===== src/rtl/stack_pkg.sv =====
// Shared definitions for the operand stack.
//   STACK_DATA_W / STACK_DEPTH : default word width and entry count.
//   stack_op_e                 : the single operation chosen each cycle by the
//                                strobe priority decode in stack_unit.
package stack_pkg;

  localparam int STACK_DATA_W = 8;
  localparam int STACK_DEPTH  = 16;

  typedef enum logic [2:0] {
    NOP,
    PUSH,
    POP,
    TOS,
    REPLACE
  } stack_op_e;

endpackage


===== src/rtl/stack_unit_if.sv =====
// Strobe/data bundle between the controller (master) and the operand stack (slave).
//   push, pop, tos : operation strobes from the controller
//   din            : word to push
//   clr_err        : clears the sticky error flags
//   dout           : registered read data
//   empty, full    : occupancy flags
//   count          : current occupancy
//   ovf, unf       : sticky overflow / underflow flags
interface stack_unit_if
  import stack_pkg::*;
#(
  parameter int DATA_W = STACK_DATA_W,
  parameter int DEPTH  = STACK_DEPTH,
  parameter int CNT_W  = $clog2(DEPTH) + 1
);

  logic              push;
  logic              pop;
  logic              tos;
  logic              clr_err;
  logic [DATA_W-1:0] din;
  logic [DATA_W-1:0] dout;
  logic              empty;
  logic              full;
  logic [CNT_W-1:0]  count;
  logic              ovf;
  logic              unf;

  modport master (
    output push, pop, tos, clr_err, din,
    input  dout, empty, full, count, ovf, unf
  );

  modport slave (
    input  push, pop, tos, clr_err, din,
    output dout, empty, full, count, ovf, unf
  );

endinterface


===== src/rtl/stack_mem.sv =====
// Storage array for the operand stack.
//   clk   : rising-edge clock
//   we    : write enable
//   waddr : write index
//   wdata : write data
//   raddr : read index (always the current top entry)
//   rdata : combinational read data
// Contents are intentionally not reset.
module stack_mem #(
  parameter int DATA_W = 8,
  parameter int DEPTH  = 16,
  parameter int AW     = $clog2(DEPTH)
) (
  input  logic              clk,
  input  logic              we,
  input  logic [AW-1:0]     waddr,
  input  logic [DATA_W-1:0] wdata,
  input  logic [AW-1:0]     raddr,
  output logic [DATA_W-1:0] rdata
);

  logic [DATA_W-1:0] mem [DEPTH];

  always_ff @(posedge clk) begin
    if (we) begin
      mem[waddr] <= wdata;
    end
  end

  assign rdata = mem[raddr];

endmodule


===== src/rtl/stack_unit.sv =====
// Operand stack for the multicycle stack-machine datapath.
//   clk : rising-edge clock
//   rst : asynchronous reset, active-low
//   bus : stack_unit_if.slave (push/pop/tos/din/clr_err in;
//         dout/empty/full/count/ovf/unf out)
// Optional feature: define STACK_ERR_EN to get sticky ovf/unf flags with
// clr_err; without it ovf/unf are constant 0 and clr_err is ignored.
// Illegal operations are suppressed in both builds.
module stack_unit
  import stack_pkg::*;
#(
  parameter int DATA_W = STACK_DATA_W,
  parameter int DEPTH  = STACK_DEPTH,
  parameter int CNT_W  = $clog2(DEPTH) + 1
) (
  input logic         clk,
  input logic         rst,
  stack_unit_if.slave bus
);

  localparam int AW = $clog2(DEPTH);

  logic [CNT_W-1:0]  sp_reg;
  logic [CNT_W-1:0]  sp_next;
  logic [DATA_W-1:0] dout_reg;
  logic [DATA_W-1:0] dout_next;
  logic              empty;
  logic              full;
  stack_op_e         op;
  logic              ovf_evt;
  logic              unf_evt;

  logic [AW-1:0]     sp_lo;
  logic [AW-1:0]     top_idx;
  logic [AW-1:0]     waddr;
  logic              we;
  logic [DATA_W-1:0] top_data;

  assign empty = (sp_reg == '0);
  assign full  = (sp_reg == CNT_W'(DEPTH));

  // With DEPTH a power of two, the low bits of sp minus one give the top
  // index even when sp==DEPTH (low bits 0 wrap to DEPTH-1).
  assign sp_lo   = sp_reg[AW-1:0];
  assign top_idx = sp_lo - AW'(1);

  // Priority decode of the strobes into one operation plus error events.
  always_comb begin
    op      = NOP;
    ovf_evt = 1'b0;
    unf_evt = 1'b0;
    if (bus.push && bus.pop) begin
      if (empty) begin
        op      = PUSH;       // pop is dropped; an empty stack is never full
        unf_evt = 1'b1;
      end else begin
        op = REPLACE;
      end
    end else if (bus.push) begin
      if (full) begin
        ovf_evt = 1'b1;
      end else begin
        op = PUSH;
      end
    end else if (bus.pop) begin
      if (empty) begin
        unf_evt = 1'b1;
      end else begin
        op = POP;
      end
    end else if (bus.tos) begin
      // tos is the controller's idle default, so tos on empty is silent.
      if (!empty) begin
        op = TOS;
      end
    end
  end

  always_comb begin
    sp_next   = sp_reg;
    dout_next = dout_reg;
    case (op)
      PUSH: begin
        sp_next = sp_reg + CNT_W'(1);
        if (bus.tos) begin
          dout_next = bus.din;  // bypass the word being pushed
        end
      end
      POP: begin
        sp_next   = sp_reg - CNT_W'(1);
        dout_next = top_data;
      end
      TOS, REPLACE: begin
        dout_next = top_data;
      end
      default: ;
    endcase
  end

  // Gating with rst drops a write that is pending when reset arrives.
  assign we    = rst && ((op == PUSH) || (op == REPLACE));
  assign waddr = (op == REPLACE) ? top_idx : sp_lo;

  stack_mem #(
    .DATA_W(DATA_W),
    .DEPTH (DEPTH)
  ) u_mem (
    .clk  (clk),
    .we   (we),
    .waddr(waddr),
    .wdata(bus.din),
    .raddr(top_idx),
    .rdata(top_data)
  );

  always_ff @(posedge clk or negedge rst) begin
    if (!rst) begin
      sp_reg   <= '0;
      dout_reg <= '0;
    end else begin
      sp_reg   <= sp_next;
      dout_reg <= dout_next;
    end
  end

`ifdef STACK_ERR_EN
  logic ovf_reg;
  logic unf_reg;

  // An error event in the same cycle as clr_err keeps the flag set.
  always_ff @(posedge clk or negedge rst) begin
    if (!rst) begin
      ovf_reg <= 1'b0;
      unf_reg <= 1'b0;
    end else begin
      if (ovf_evt) begin
        ovf_reg <= 1'b1;
      end else if (bus.clr_err) begin
        ovf_reg <= 1'b0;
      end
      if (unf_evt) begin
        unf_reg <= 1'b1;
      end else if (bus.clr_err) begin
        unf_reg <= 1'b0;
      end
    end
  end

  assign bus.ovf = ovf_reg;
  assign bus.unf = unf_reg;
`else
  logic unused_err;
  assign unused_err = ^{bus.clr_err, ovf_evt, unf_evt};

  assign bus.ovf = 1'b0;
  assign bus.unf = 1'b0;
`endif

  assign bus.dout  = dout_reg;
  assign bus.count = sp_reg;
  assign bus.empty = empty;
  assign bus.full  = full;

endmodule


===== src/flat_wrapper.sv =====
// flat-port wrapper written by rule: the top's interface ports become plain ports
module stack_unit_flat import stack_pkg::*;
#(
  parameter int DATA_W = STACK_DATA_W,
  parameter int DEPTH  = STACK_DEPTH,
  parameter int CNT_W  = $clog2(DEPTH) + 1
)
  (clk, rst, bus_push, bus_pop, bus_tos, bus_clr_err, bus_din, bus_dout, bus_empty, bus_full, bus_count, bus_ovf, bus_unf);
  stack_unit_if #(.DATA_W(DATA_W), .DEPTH(DEPTH), .CNT_W(CNT_W)) bus_i ();
  input logic clk;
  input logic rst;
  input wire logic [$bits(bus_i.push)-1:0] bus_push;
  input wire logic [$bits(bus_i.pop)-1:0] bus_pop;
  input wire logic [$bits(bus_i.tos)-1:0] bus_tos;
  input wire logic [$bits(bus_i.clr_err)-1:0] bus_clr_err;
  input wire logic [$bits(bus_i.din)-1:0] bus_din;
  output wire logic [$bits(bus_i.dout)-1:0] bus_dout;
  output wire logic [$bits(bus_i.empty)-1:0] bus_empty;
  output wire logic [$bits(bus_i.full)-1:0] bus_full;
  output wire logic [$bits(bus_i.count)-1:0] bus_count;
  output wire logic [$bits(bus_i.ovf)-1:0] bus_ovf;
  output wire logic [$bits(bus_i.unf)-1:0] bus_unf;
  assign bus_i.push = bus_push;
  assign bus_i.pop = bus_pop;
  assign bus_i.tos = bus_tos;
  assign bus_i.clr_err = bus_clr_err;
  assign bus_i.din = bus_din;
  assign bus_dout = bus_i.dout;
  assign bus_empty = bus_i.empty;
  assign bus_full = bus_i.full;
  assign bus_count = bus_i.count;
  assign bus_ovf = bus_i.ovf;
  assign bus_unf = bus_i.unf;
  stack_unit #(.DATA_W(DATA_W), .DEPTH(DEPTH), .CNT_W(CNT_W)) u_core (.clk(clk), .rst(rst), .bus(bus_i));
endmodule

===== config.mk =====
export PLATFORM = sky130hd
export DESIGN_NAME = stack_unit_flat
export DESIGN_NICKNAME = d
export VERILOG_FILES = /design/src/rtl/stack_pkg.sv /design/src/rtl/stack_unit_if.sv /design/src/rtl/stack_mem.sv /design/src/rtl/stack_unit.sv /design/src/flat_wrapper.sv
export SDC_FILE = /design/constraint.sdc
export NUM_CORES = 1
export LEC_CHECK = 0
export BUFFER_PORTS_ARGS = -buffer_cell sky130_fd_sc_hd__buf_2
export CAP_MARGIN = 30
export CORE_ASPECT_RATIO = 1.2
export CORE_UTILIZATION = 61
export CTS_CLUSTER_DIAMETER = 50
export DETAILED_ROUTE_END_ITERATION = 12
export MAX_ROUTING_LAYER = met4
export PLACE_DENSITY = 0.79
export SYNTH_ARGS = -nofsm -noshare
export SYNTH_HDL_FRONTEND = slang
export SYNTH_HIERARCHICAL = 1
export SYNTH_SLANG_ARGS = --single-unit

===== constraint.sdc =====
create_clock -name clk -period 4.1 [get_ports clk]
set_input_delay 0.82 -clock clk [delete_from_list [all_inputs] [get_ports clk]]
set_output_delay 0.82 -clock clk [all_outputs]
set_load 0.01 [all_outputs]

# Word level (Yosys, flattened, before mapping)
# Memories as Yosys holds them, arrays and structs flattened.
# Cells that the tools add are included.
[word_totals]
reg_bits = 13
mem_bits_rw = 128
inputBits = 14
out_inout_bits = 17
word_cells = 34
memories = 1
[classes]
add_sub_neg = 3
eq_ne = 6
muxes = 14
reduce_logical = 8
[memory_table]
columns = ["name", "depth", "word_bits", "rd", "rd_ports_with_merged_regs", "write_ports", "line_no", "rtl"]
rows = [
  ["u_core.u_mem.mem", 16, 8, 1, 0, 1, "stack_mem.sv:22", "logic [DATA_W-1:0] mem [DEPTH];"],
]
[ops]
columns = ["cell", "count"]
rows = [
  ["$pmux W8 S2", 1],
  ["$mux W3", 5],
  ["$pmux W5 S2", 1],
  ["$mux W8", 1],
  ["$eq A3 B2 Y1 const B", 2],
  ["$add A5 B1 Y5 const B", 1],
  ["$eq A5 B5 Y1 const B", 1],
  ["$logic_not A5 Y1", 1],
  ["$sub A5 B1 Y5 const B", 1],
  ["$mux W2", 2],
  ["$mux W4", 1],
  ["$reduce_bool A2 Y1", 2],
  ["$sub A4 B1 Y4 const B", 1],
  ["$eq A3 B1 Y1 const B", 1],
  ["$eq A3 B3 Y1 const B", 1],
  ["$mux W1", 3],
  ["$reduce_or A3 Y1", 1],
  ["$logic_and A1 B1 Y1", 2],
  ["$ne A2 B2 Y1 const B", 1],
  ["$reduce_and A2 Y1", 1],
  ["$logic_or A1 B1 Y1", 1],
]

# Depth between registers and ports, before layout
# Gate-level depths: netlist (run 1).
[logic_depth]
ltp_word = 11
ltp_mapped = 11
ltp_nobuf = 11

# Modules after synthesis
# Netlist (run 1), hierarchy kept.
[by_module_without_submodules]
columns = ["mod", "instances", "cells_each", "area_each_um2"]
rows = [
  ["stack_mem", 1, 221, 4987.3],
  ["stack_unit", 1, 89, 959.7],
]

# Worst setup path after synthesis (run 1)
# OpenSTA, ideal clock, no wires.
[synth_timing]
kind = "register to register"
from = "register u_core.sp_reg[0], in the netlist u_core/bus.count[0]"
to = "memory u_core.u_mem.mem[0][0], enable pin"
arrival_ps = 2857
required_ps = 3717
path_slack_ps = 859
path_stages_with_launch = 10
path_buffers = 0
path_cell_list = "dfrtp_1 -> inv_1 -> ha_1 -> or4b_4 -> clkinv_2 -> nor3_1 -> nand2_1 -> xnor2_1 -> or3b_2 -> nor3_1"
[synth_lines]
columns = ["element", "line_no", "rtl"]
rows = [
  ["start, declared", "stack_unit.sv:23", "logic [CNT_W-1:0] sp_reg;"],
  ["start signal, assigned", "stack_unit.sv:121", "sp_reg <= sp_next;"],
  ["$logic_not A5 Y1 *", "stack_unit.sv:39", "assign empty = (sp_reg == '0);"],
  ["named net bus_empty", "flat_wrapper.sv:18", "output wire logic [$bits(bus_i.empty)-1:0] bus_empty;"],
  ["$mux W2", "stack_unit.sv:73", "if (!empty) begin"],
  ["$mux W3", "stack_unit.sv:71", "end else if (bus.tos) begin"],
  ["$mux W3", "stack_unit.sv:65", "end else if (bus.pop) begin"],
  ["$mux W3", "stack_unit.sv:59", "end else if (bus.push) begin"],
  ["$mux W3 *", "stack_unit.sv:52", "if (bus.push && bus.pop) begin"],
  ["$eq A3 B3 Y1 *", "stack_unit.sv:102", "assign waddr = (op == REPLACE) ? top_idx : sp_lo;"],
  ["$mux W4 *", "stack_unit.sv:102", ""],
  ["named net u_core.waddr[2]", "stack_unit.sv:35", "logic [AW-1:0] waddr;"],
  ["end, declared", "stack_mem.sv:22", ""],
]
# Mark *: on every way through the listed nets, which the timed path passes. The rest lies on a longest branch.

# Worst setup path after layout (run 1)
[layout_timing]
from = "register u_core.sp_reg[1], in the netlist u_core/bus.count[1]"
to = "memory u_core.u_mem.mem[2][6], enable pin"
[layout_lines]
columns = ["element", "line_no"]
rows = [
  ["$logic_not A5 Y1", "stack_unit.sv:39"],
  ["$mux W2", "stack_unit.sv:73"],
  ["$mux W3", "stack_unit.sv:71"],
  ["$mux W3", "stack_unit.sv:65"],
  ["$mux W3", "stack_unit.sv:59"],
  ["$mux W3", "stack_unit.sv:52"],
  ["$eq A3 B3 Y1", "stack_unit.sv:102"],
  ["$mux W4 *", "stack_unit.sv:102"],
  ["named net u_core.waddr[2]", "stack_unit.sv:35"],
]
# Marked as above.

==> results.py, run 1 <==
metrics = {
    "run_status": {
        "outcome": "finished, final reports clean",
    },
    "final_layout": {
        "final_nets": 379,
        "layout-drive-gt1-share_pct": 30.5,
        "n_fill_cell": 563,
        "areaGrowthSynthToFinish_pct": 15.3,
        "num_antenna_cells": 0,
        "largest_reg_flops": 128,
        "final_util_pct": 72.1,
    },
    "clock_tree": {
        "clkSlewWorstSetupHoldPaths_ns": 0.05,
        "cts_tree": "yes",
        "postCtsHoldBufs": 0,
        "cts.htree.levels": 4,
        "cts_made_buffers": 17,
        "cts_root_buffer": "clkbuf_16",
        "clock_latency_ns": 0.41,
        "cts_sinks": 141,
        "ctsResizeCount": 0,
        "max-clock-path-buffers": 2,
        "post_cts.repair.setup_buffers": 0,
    },
    "setup_path": {
        "r2r-end": "u_core/u_mem/mem[2][6]$_DFFE_PP_",
        "end_kind": "flip-flop",
        "worstPathMaxFanout": 5,
        "path_class": "flip-flop to flip-flop",
        "start_kind": "flip-flop",
        "r2r_start": "u_core/bus.count[1]$_DFFE_PN0P_",
        "r2r_slack_ns": 0.76,
        "critPathRequiredTime_ns": 4.22,
        "arrival_ns": 3.45,
        "reg2regPathDepth": 10,
    },
    "global_routing": {
        "grt_antenna_before_repair": 0,
        "grt_use_total_pct": 26.9,
        "grt_max_degree": 37,
        "grt_pass1_vias": 3070,
        "grt_pass1_wl_um": 17900,
        "grt-ovfl-total": 0,
    },
    "flow_run": {
        "maxCapViolCount": 0,
    },
    "floorplanning": {
        "die_y_um": 110,
        "core_um2": 9520,
        "rows": 39,
        "start_util_pct": 62.5,
        "die_area_um2": 10100,
        "pin_count": 31,
        "die_x_um": 92.1,
    },
    "timing": {
        "fin_tns_setup_ns": 0,
        "slew_headroom_pct": 38.7,
        "max_freq_ghz": 0.300,
        "min_period_ns": 3.34,
        "finalSetupViolCount": 0,
        "rsz0062_at_grt": "false",
        "tightest_slew_ns": 0.916,
        "fin_hold_ws_ns": 0.306,
        "skew_ns": 0.00566,
        "final.setup.worst_slack_ns": 0.762,
        "hold_viol": 0,
        "slew_viol_final": 0,
        "timing.final.crit_share_pct": 81.4,
    },
    "pwr": {
        "power.density_nw_per_um2": 772,
        "power.total_mw": 5.29,
        "power.leakage_nw": 2.43,
        "ir_worst_vdd_uv": 528,
    },
    "routing": {
        "drtPass1Iterations": 4,
        "drc": 0,
        "ant_nets": 0,
        "num_vias": 3066,
        "via_per_inst": 6.22,
        "wl_per_cell_um": 24.6,
        "routed_wl_um": 12100,
        "first_iter_violations": 309,
    },
    "logic_synthesis": {
        "yosysWarnings": 6,
        "ys_seq_elements": 141,
        "syn_inst": 310,
        "async_flop_share_pct": 9.22,
        "synth_area_um2": 5950,
        "ys.flop_type": "edfxtp_1",
        "synth.avg_cell_area_um2": 19.2,
        "synth-edff-count": 128,
        "synth-seq-area-share_pct": 70.1,
        "synth_cell_type_count": 43,
    },
    "place": {
        "port_buffers": 27,
        "dp_slack_ns": 0.786,
        "place_hpwl_um": 7230,
        "gp_congestion": 0.788,
    },
    "worst_hold_path": {
        "hp-class": "input port to asynchronous set/reset pin",
    },
}
[worst max-delay path: stages, from the launching register on]
cell,delay (ns)
dfrtp_1,0.41
inv_1,0.16
ha_1,0.22
or4b_4,0.22
clkinv_2,0.07
nor3_1,0.46
nand2_1,0.15
xnor2_1,0.20
or3b_2,0.54
nor2_1,0.38
buf_4,0.24
[through the flow]
| step | instance area, um2 | std cells |
|---|---|---|
| 6_report | 6860 | 493 |
| 5_1_grt | 6860 | 493 |
| 4_1_cts | 6860 | 493 |
| 2_1_floorplan | 5950 | 311 |
| 3_5_place_dp | 6260 | 463 |
| 3_3_place_gp | 6260 | 463 |
[placed cells by master, fill, tap and decap left out, types with 2 or more instances in the layout]
cell / instances
mux2_4: 2
mux4_2: 18
mux4_1: 14
a22oi_1: 16
mux2_2: 16
o211ai_1: 2
nand3b_1: 2
a21oi_1: 5
nand2b_1: 3
dfrtp_1: 13
conb_1: 2
clkinv_2: 3
clkbuf_16: 17
clkinv_1: 3
buf_2: 27
o21ai_0: 2
buf_4: 14
xnor2_1: 6
ha_1: 5
nand2_1: 12
xor2_1: 2
nor2b_1: 2
nor2_1: 16
edfxtp_1: 128
bufinv_16: 4
clkinvlp_4: 2
and2_1: 2
inv_1: 5
nand3_1: 2
nor3_1: 6
[layout make-up]
type	count	area, um2	area share (%)
Sequential cell	141	4170	60.8
Tap cell	123	154	2.24
Inverter	7	27.5	0.401
Timing Repair Buffer	42	260	3.79
Clock inverter	13	174	2.54
Clock buffer	17	425	6.20
Multi-Input combinational cell	150	1650	24.0
[power breakdown]
group / switching [mW] / internal [mW] / total (mW)
sequential: 0.0837 / 1.72 / 1.80
clock: 0.542 / 1.00 / 1.55
combinational: 1.06 / 0.883 / 1.94
[cell usage after synthesis, drive strengths merged, types with 2 or more instances]
| cell type | number | area share (%) |
|---|---|---|
| dfrtp | 13 | 5.5 |
| a21oi | 5 | 0.42 |
| ha | 5 | 1.1 |
| buf | 10 | 1.3 |
| edfxtp | 128 | 65 |
| nand3 | 2 | 0.17 |
| nand2b | 3 | 0.32 |
| xor2 | 2 | 0.29 |
| and2 | 2 | 0.21 |
| mux4 | 32 | 13 |
| a21o | 2 | 0.38 |
| mux2 | 18 | 3.5 |
| nand2 | 12 | 0.76 |
| clkdlybuf4s25 | 3 | 0.50 |
| nand3b | 2 | 0.25 |
| nor2 | 17 | 1.1 |
| nor2b | 2 | 0.21 |
| inv | 6 | 0.38 |
| o211ai | 2 | 0.25 |
| xnor2 | 6 | 0.88 |
| o21ai | 3 | 0.32 |
| a22oi | 16 | 2.0 |
| nor3 | 6 | 0.50 |
[layer usage]
| metal | routed length [um] | up-vias | GRT usage [%] | part of all wire (%) |
|---|---|---|---|---|
| li1 | - | 1356 | - | - |
| met1 | 4480 | 1585 | 32.9 | 37 |
| met2 | 6700 | 112 | 44.7 | 55 |
| met3 | 795 | 13 | 4.94 | 6.6 |
| met4 | 142 | 0 | 11.7 | 1.2 |
| met5 | 0 | - | - | 0 |
[worst max-delay path by stage]
stage	end	slack (ns)	from
3_5_place_dp	u_core/u_mem/mem[3][6]$_DFFE_PP_	0.79	bus_pop
6_report	u_core/u_mem/mem[2][6]$_DFFE_PP_	0.76	u_core/bus.count[1]$_DFFE_PN0P_
5_1_grt	u_core/u_mem/mem[3][3]$_DFFE_PP_	0.55	u_core/bus.count[1]$_DFFE_PN0P_
4_1_cts	u_core/u_mem/mem[3][3]$_DFFE_PP_	0.78	u_core/bus.count[1]$_DFFE_PN0P_
2_1_floorplan	u_core/u_mem/mem[0][0]$_DFFE_PP_	0.86	u_core/bus.count[0]$_DFFE_PN0P_
3_3_place_gp	u_core/u_mem/mem[3][6]$_DFFE_PP_	0.86	bus_pop
[kinds of logic after synthesis]
family / count (synthesis) / synth area share [%]
compound gates: 31 / 3.85
xor+xnor: 8 / 1.18
flops: 141 / 70.1
fa+ha+maj: 6 / 1.39
mux: 51 / 16.7
simple gates: 52 / 4.46
other cells: 1 / 0.0631
buf+inv: 20 / 2.25
Power figures use the tool's default switching activity.
==> run 2: changes to the inputs <==
CORE_UTILIZATION = 55   (was 61)
PLACE_DENSITY = 0.76   (was 0.79)
clock period = 2.94 ns   (was 4.1 ns; I/O delays follow)
==> results.py, run 2 (synthesis gave the netlist of run 1 again) <==
metrics = {
    "floorplanning": {
        "pin_count": 31,
        "core_um2": 10500,
        "rows": 41,
        "die_area_um2": 11200,
        "die_x_um": 96.9,
        "start_util_pct": 56.5,
        "die_y_um": 116,
    },
    "flow_run": {
        "maxCapViolCount": 0,
    },
    "global_routing": {
        "grt_pass1_wl_um": 16900,
        "grt_pass1_vias": 3132,
        "grt_max_degree": 37,
        "grt-ovfl-total": 0,
        "grt_antenna_before_repair": 0,
        "grt_use_total_pct": 21.9,
    },
    "timing": {
        "min_period_ns": 2.83,
        "slew_headroom_pct": 55.2,
        "fin_tns_setup_ns": 0,
        "tightest_slew_ns": 0.670,
        "max_freq_ghz": 0.353,
        "slew_viol_final": 0,
        "hold_viol": 0,
        "finalSetupViolCount": 0,
        "rsz0062_at_grt": "true",
        "timing.final.crit_share_pct": 96.4,
        "skew_ns": 0.00736,
    },
    "final_layout": {
        "layout-drive-gt1-share_pct": 34.9,
        "num_antenna_cells": 0,
        "layout_commonest_cell": "edfxtp_1",
        "largest_reg_flops": 128,
        "fin_area_um2": 7020,
        "n_fill_cell": 652,
        "areaGrowthSynthToFinish_pct": 18.0,
        "final_nets": 394,
        "final_cell_mix": "edfxtp_1, buf_4, buf_2",
    },
    "place": {
        "port_buffers": 27,
        "place_hpwl_um": 7060,
        "place_area_um2": 6400,
        "gp_congestion": 0.780,
    },
    "clock_tree": {
        "cts_tree": "yes",
        "cts.htree.levels": 4,
        "cts_made_buffers": 17,
        "post_cts.repair.setup_buffers": 0,
        "cts_root_buffer": "clkbuf_16",
        "ctsResizeCount": 0,
        "max-clock-path-buffers": 2,
        "postCtsHoldBufs": 0,
        "clkSlewWorstSetupHoldPaths_ns": 0.06,
        "cts_sinks": 141,
        "clock_latency_ns": 0.41,
    },
    "pwr": {
        "power.leakage_nw": 2.51,
        "power.density_nw_per_um2": 1050,
        "internal_power_mw": 5.06,
        "swShare_pct": 31.4,
        "clkPwrFrac_pct": 28.5,
        "combPwrFrac_pct": 37.9,
        "ir_worst_vdd_uv": 720,
        "p_seq_share_pct": 33.6,
        "p_switching_mw": 2.31,
    },
    "setup_path": {
        "reg2regPathDepth": 11,
        "r2r_start": "u_core/bus.count[0]$_DFFE_PN0P_",
        "path_class": "flip-flop to flip-flop",
        "end_kind": "flip-flop",
        "worstSetupEndpoint": "u_core/u_mem/mem[2][4]$_DFFE_PP_",
        "startpoint": "u_core/bus.count[0]$_DFFE_PN0P_",
        "r2r_slack_ns": 0.11,
        "critPathRequiredTime_ns": 3.06,
        "start_kind": "flip-flop",
        "worstPathMaxFanout": 5,
        "r2r-end": "u_core/u_mem/mem[2][4]$_DFFE_PP_",
        "arrival_ns": 2.96,
    },
    "routing": {
        "ant_nets": 0,
        "wl_per_cell_um": 21.6,
        "drtPass1Iterations": 5,
        "via_per_inst": 5.99,
        "num_vias": 3092,
        "first_iter_violations": 315,
        "drc": 0,
        "routed_wl_um": 11200,
    },
    "worst_hold_path": {
        "hp-class": "input port to asynchronous set/reset pin",
    },
    "run_status": {
        "outcome": "finished, final reports clean",
    },
}
## run 2: area by class of cell
cell class | count | area, um2 | area share [%]
Clock buffer | 18 | 429 | 6.12
Multi-Input combinational cell | 150 | 1680 | 23.9
Inverter | 7 | 27.5 | 0.392
Sequential cell | 141 | 4170 | 59.4
Timing Repair Buffer | 57 | 385 | 5.49
Clock inverter | 14 | 168 | 2.39
Tap cell | 129 | 161 | 2.30
## run 2: layer usage
layer | vias to the layer above | wire (um) | track usage, %
met5 | - | 0 | -
met4 | 0 | 329 | 10.9
li1 | 1390 | - | -
met1 | 1580 | 4340 | 25.3
met3 | 22 | 469 | 5.37
met2 | 100 | 6020 | 36.3
## run 2: metrics by stage
step	power (mW)	std cells	hold slack (ns)	setup WS (ns)	util (%)
final	7.37	516	0.117	0.105	66.7
after floorplan	4.50	311	0.292	-0.0734	-
after detailed placement	5.28	484	0.495	0.0973	60.8
after global placement	5.21	484	0.491	0.153	60.8
after global routing	7.74	516	0.116	-0.0224	66.7
after CTS	7.41	516	0.112	0.0639	66.5
## run 2: critical path: stages, from the launching register on
cell and delay, ns:
dfrtp_1 0.42, inv_2 0.10, ha_1 0.17, or4b_4 0.49, clkinv_2 0.08, nor3_1 0.05, buf_4 0.16, nand2_1 0.08
xnor2_1 0.08, or3b_2 0.55, nor2_1 0.19, buf_4 0.18
## run 2: power groups by stage
stage / registers (mW) / logic, mW / clock network (mW)
6_report: 2.48 / 2.79 / 2.10
3_5_place_dp: 2.52 / 2.76 / 0
2_1_floorplan: 2.57 / 1.93 / 0
3_3_place_gp: 2.51 / 2.71 / 0
4_1_cts: 2.48 / 2.80 / 2.13
5_1_grt: 2.50 / 3.01 / 2.23
## run 2: worst min-delay path by stage
stage | from | to | slack, ns | cells after the start
finish | rst | u_core/bus.dout[3]$_DFFE_PN0P_ | 0.12 | 2
global placement | u_core/bus.dout[6]$_DFFE_PN0P_ | u_core/bus.dout[6]$_DFFE_PN0P_ | 0.49 | 1
floorplan | rst | u_core/bus.count[0]$_DFFE_PN0P_ | 0.29 | 0
detailed placement | u_core/bus.dout[5]$_DFFE_PN0P_ | u_core/bus.dout[5]$_DFFE_PN0P_ | 0.49 | 1
global route | rst | u_core/bus.dout[3]$_DFFE_PN0P_ | 0.12 | 2
CTS | rst | u_core/bus.dout[3]$_DFFE_PN0P_ | 0.11 | 2
==> run 3: changes to the inputs <==
PLACE_DENSITY = default   (was 0.76)
PLACE_DENSITY_LB_ADDON = 0.05   (was default)
clock period = 2.6 ns   (was 2.94 ns; I/O delays follow)
==> results.py, run 3 (synthesis gave the netlist of run 1 again) <==
metrics = {
    "setup_path": {
        "critPathRequiredTime_ns": 2.72,
        "path_cells": "inv_2, ha_4, or4b_4, clkinv_4, nor3_4, nand2_2, xnor2_2, or3b_4, nor3_4, buf_12",
        "cpMaxStageDelayCell": "or4b_4",
        "cpPeakStageDelay_ns": 0.49,
        "end_kind": "flip-flop",
        "arrival_ns": 2.70,
        "path_class": "flip-flop to flip-flop",
        "start_kind": "flip-flop",
        "crit_top_cell": "nor3_4",
        "worstPathMaxFanout": 8,
    },
    "clock_tree": {
        "cts.htree.levels": 4,
        "clkSlewWorstSetupHoldPaths_ns": 0.06,
        "cts_root_buffer": "clkbuf_16",
        "max-clock-path-buffers": 2,
        "clock_latency_ns": 0.42,
        "postCtsHoldBufs": 0,
        "cts_tree": "yes",
        "cts_sinks": 141,
        "cts_made_buffers": 17,
    },
    "pwr": {
        "ir_worst_vdd_uv": 960,
        "power.density_nw_per_um2": 1180,
        "swShare_pct": 32.8,
        "power.leakage_nw": 2.58,
        "internal_power_mw": 5.72,
        "p_switching_mw": 2.79,
        "combPwrFrac_pct": 40.2,
        "p_seq_share_pct": 33.1,
        "clkPwrFrac_pct": 26.7,
    },
    "floorplanning": {
        "die_x_um": 96.9,
        "rows": 41,
        "die_y_um": 116,
        "start_util_pct": 56.5,
        "core_um2": 10500,
        "pin_count": 31,
        "die_area_um2": 11200,
    },
    "place": {
        "gp_congestion": 0.738,
        "dp_slack_ns": -0.00530,
        "place_hpwl_um": 7470,
        "place_area_um2": 6540,
        "port_buffers": 27,
    },
    "timing": {
        "tightest_slew_ns": 0.628,
        "hold_viol": 0,
        "skew_ns": 0.0144,
        "final.setup.worst_slack_ns": 0.0236,
        "slew_viol_final": 0,
        "max_freq_ghz": 0.388,
        "finalSetupViolCount": 0,
        "timing.final.crit_share_pct": 99.1,
        "rsz0062_at_grt": "true",
        "slew_headroom_pct": 58.0,
        "min_period_ns": 2.58,
    },
    "final_layout": {
        "final_nets": 405,
        "multi_input_area_um2": 1780,
        "final_cell_mix": "edfxtp_1, buf_4, buf_2",
        "layout-drive-gt1-share_pct": 40.7,
        "fin_area_um2": 7210,
        "n_fill_cell": 685,
        "regArea_um2": 4170,
        "largest_reg_flops": 128,
        "layout_commonest_cell": "edfxtp_1",
        "num_antenna_cells": 0,
        "areaGrowthSynthToFinish_pct": 21.2,
    },
    "routing": {
        "via_per_inst": 5.85,
        "wl_per_cell_um": 21.9,
        "drc": 0,
        "drtPass1Iterations": 4,
        "routed_wl_um": 11500,
        "first_iter_violations": 145,
        "num_vias": 3084,
        "ant_nets": 0,
    },
    "global_routing": {
        "grt_max_degree": 33,
        "grt-ovfl-total": 0,
        "grt_antenna_before_repair": 0,
        "grt_pass1_vias": 3009,
        "grt_use_total_pct": 22.4,
        "grt_pass1_wl_um": 17400,
    },
    "worst_hold_path": {
        "hp-class": "input port to asynchronous set/reset pin",
    },
    "run_status": {
        "outcome": "finished, final reports clean",
    },
    "flow_run": {
        "maxCapViolCount": 0,
    },
}
==> run 3: area by class of cell <==
class	instances	area share [%]
multi-input combinational	150	24.7
timing repair buffer	68	6.89
inverter	7	0.469
clock buffer	17	5.90
sequential	141	57.9
tap	129	2.24
clock inverter	15	1.93
==> run 3: path summary, 6_finish.rpt <==
| path | startpoint | end | slack (ns) | cells past startpoint |
|---|---|---|---|---|
| max reg2reg | u_core/bus.count[1]$_DFFE_PN0P_ | u_core/u_mem/mem[0][0]$_DFFE_PP_ | 0.02 | 10 |
| min | rst | u_core/bus.dout[0]$_DFFE_PN0P_ | 0.08 | 2 |
| min in group clk | bus_din[5] | u_core/u_mem/mem[7][5]$_DFFE_PP_ | 0.50 | 1 |
| max in group asynchronous | rst | u_core/bus.count[0]$_DFFE_PN0P_ | 2.34 | 2 |
| max | u_core/bus.count[1]$_DFFE_PN0P_ | u_core/u_mem/mem[0][0]$_DFFE_PP_ | 0.02 | 10 |
| min reg2reg | u_core/bus.dout[6]$_DFFE_PN0P_ | u_core/bus.dout[6]$_DFFE_PN0P_ | 0.50 | 1 |
==> run 3: repair_timing <==
action                                  CTS  global route
endpoints found under the setup margin   14            84
pin swaps                                 2             4
buffers inserted                          0             6
gates resized for setup                   1            10
==> run 3: power groups by stage <==
stage          Combinational, mW  Clock, mW  Sequential, mW
2_1_floorplan               2.26          0            2.92
3_3_place_gp                3.28          0            2.85
3_5_place_dp                3.31          0            2.86
4_1_cts                     3.34       2.31            2.81
5_1_grt                     3.71       2.41            2.83
6_report                    3.43       2.27            2.81
==> run 3: per-stage QoR <==
stage | cells | total power, mW | setup TNS [ns] | utilization (%) | hold slack, ns
after floorplan | 311 | 5.18 | -0.254 | - | 0.224
after global placement | 489 | 6.13 | 0 | 62.2 | 0.486
after detailed placement | 489 | 6.17 | -0.0303 | 62.2 | 0.494
after CTS | 521 | 8.46 | 0 | 67.6 | 0.0630
after global routing | 527 | 8.95 | -0.260 | 68.5 | 0.0832
final | 527 | 8.51 | 0 | 68.5 | 0.0771
==> run 3: metal layers <==
layer	part of all wire (%)	GRT usage (%)	up-vias	wire (um)
met3	3.1	5.73	12	359
li1	-	-	1407	-
met4	1.6	8.36	0	190
met5	0	-	-	0
met2	51	35.0	58	5900
met1	44	28.9	1607	5100
==> run 3: worst max-delay path: cells and delay by family (launching register included) <==
kind | cells | cell delay, ns
and+or+nand+nor | 5 | 1.29
DFF | 1 | 0.44
buffers and inverters | 3 | 0.33
adders and majority gates | 1 | 0.13
xor gates and xnor gates | 1 | 0.08
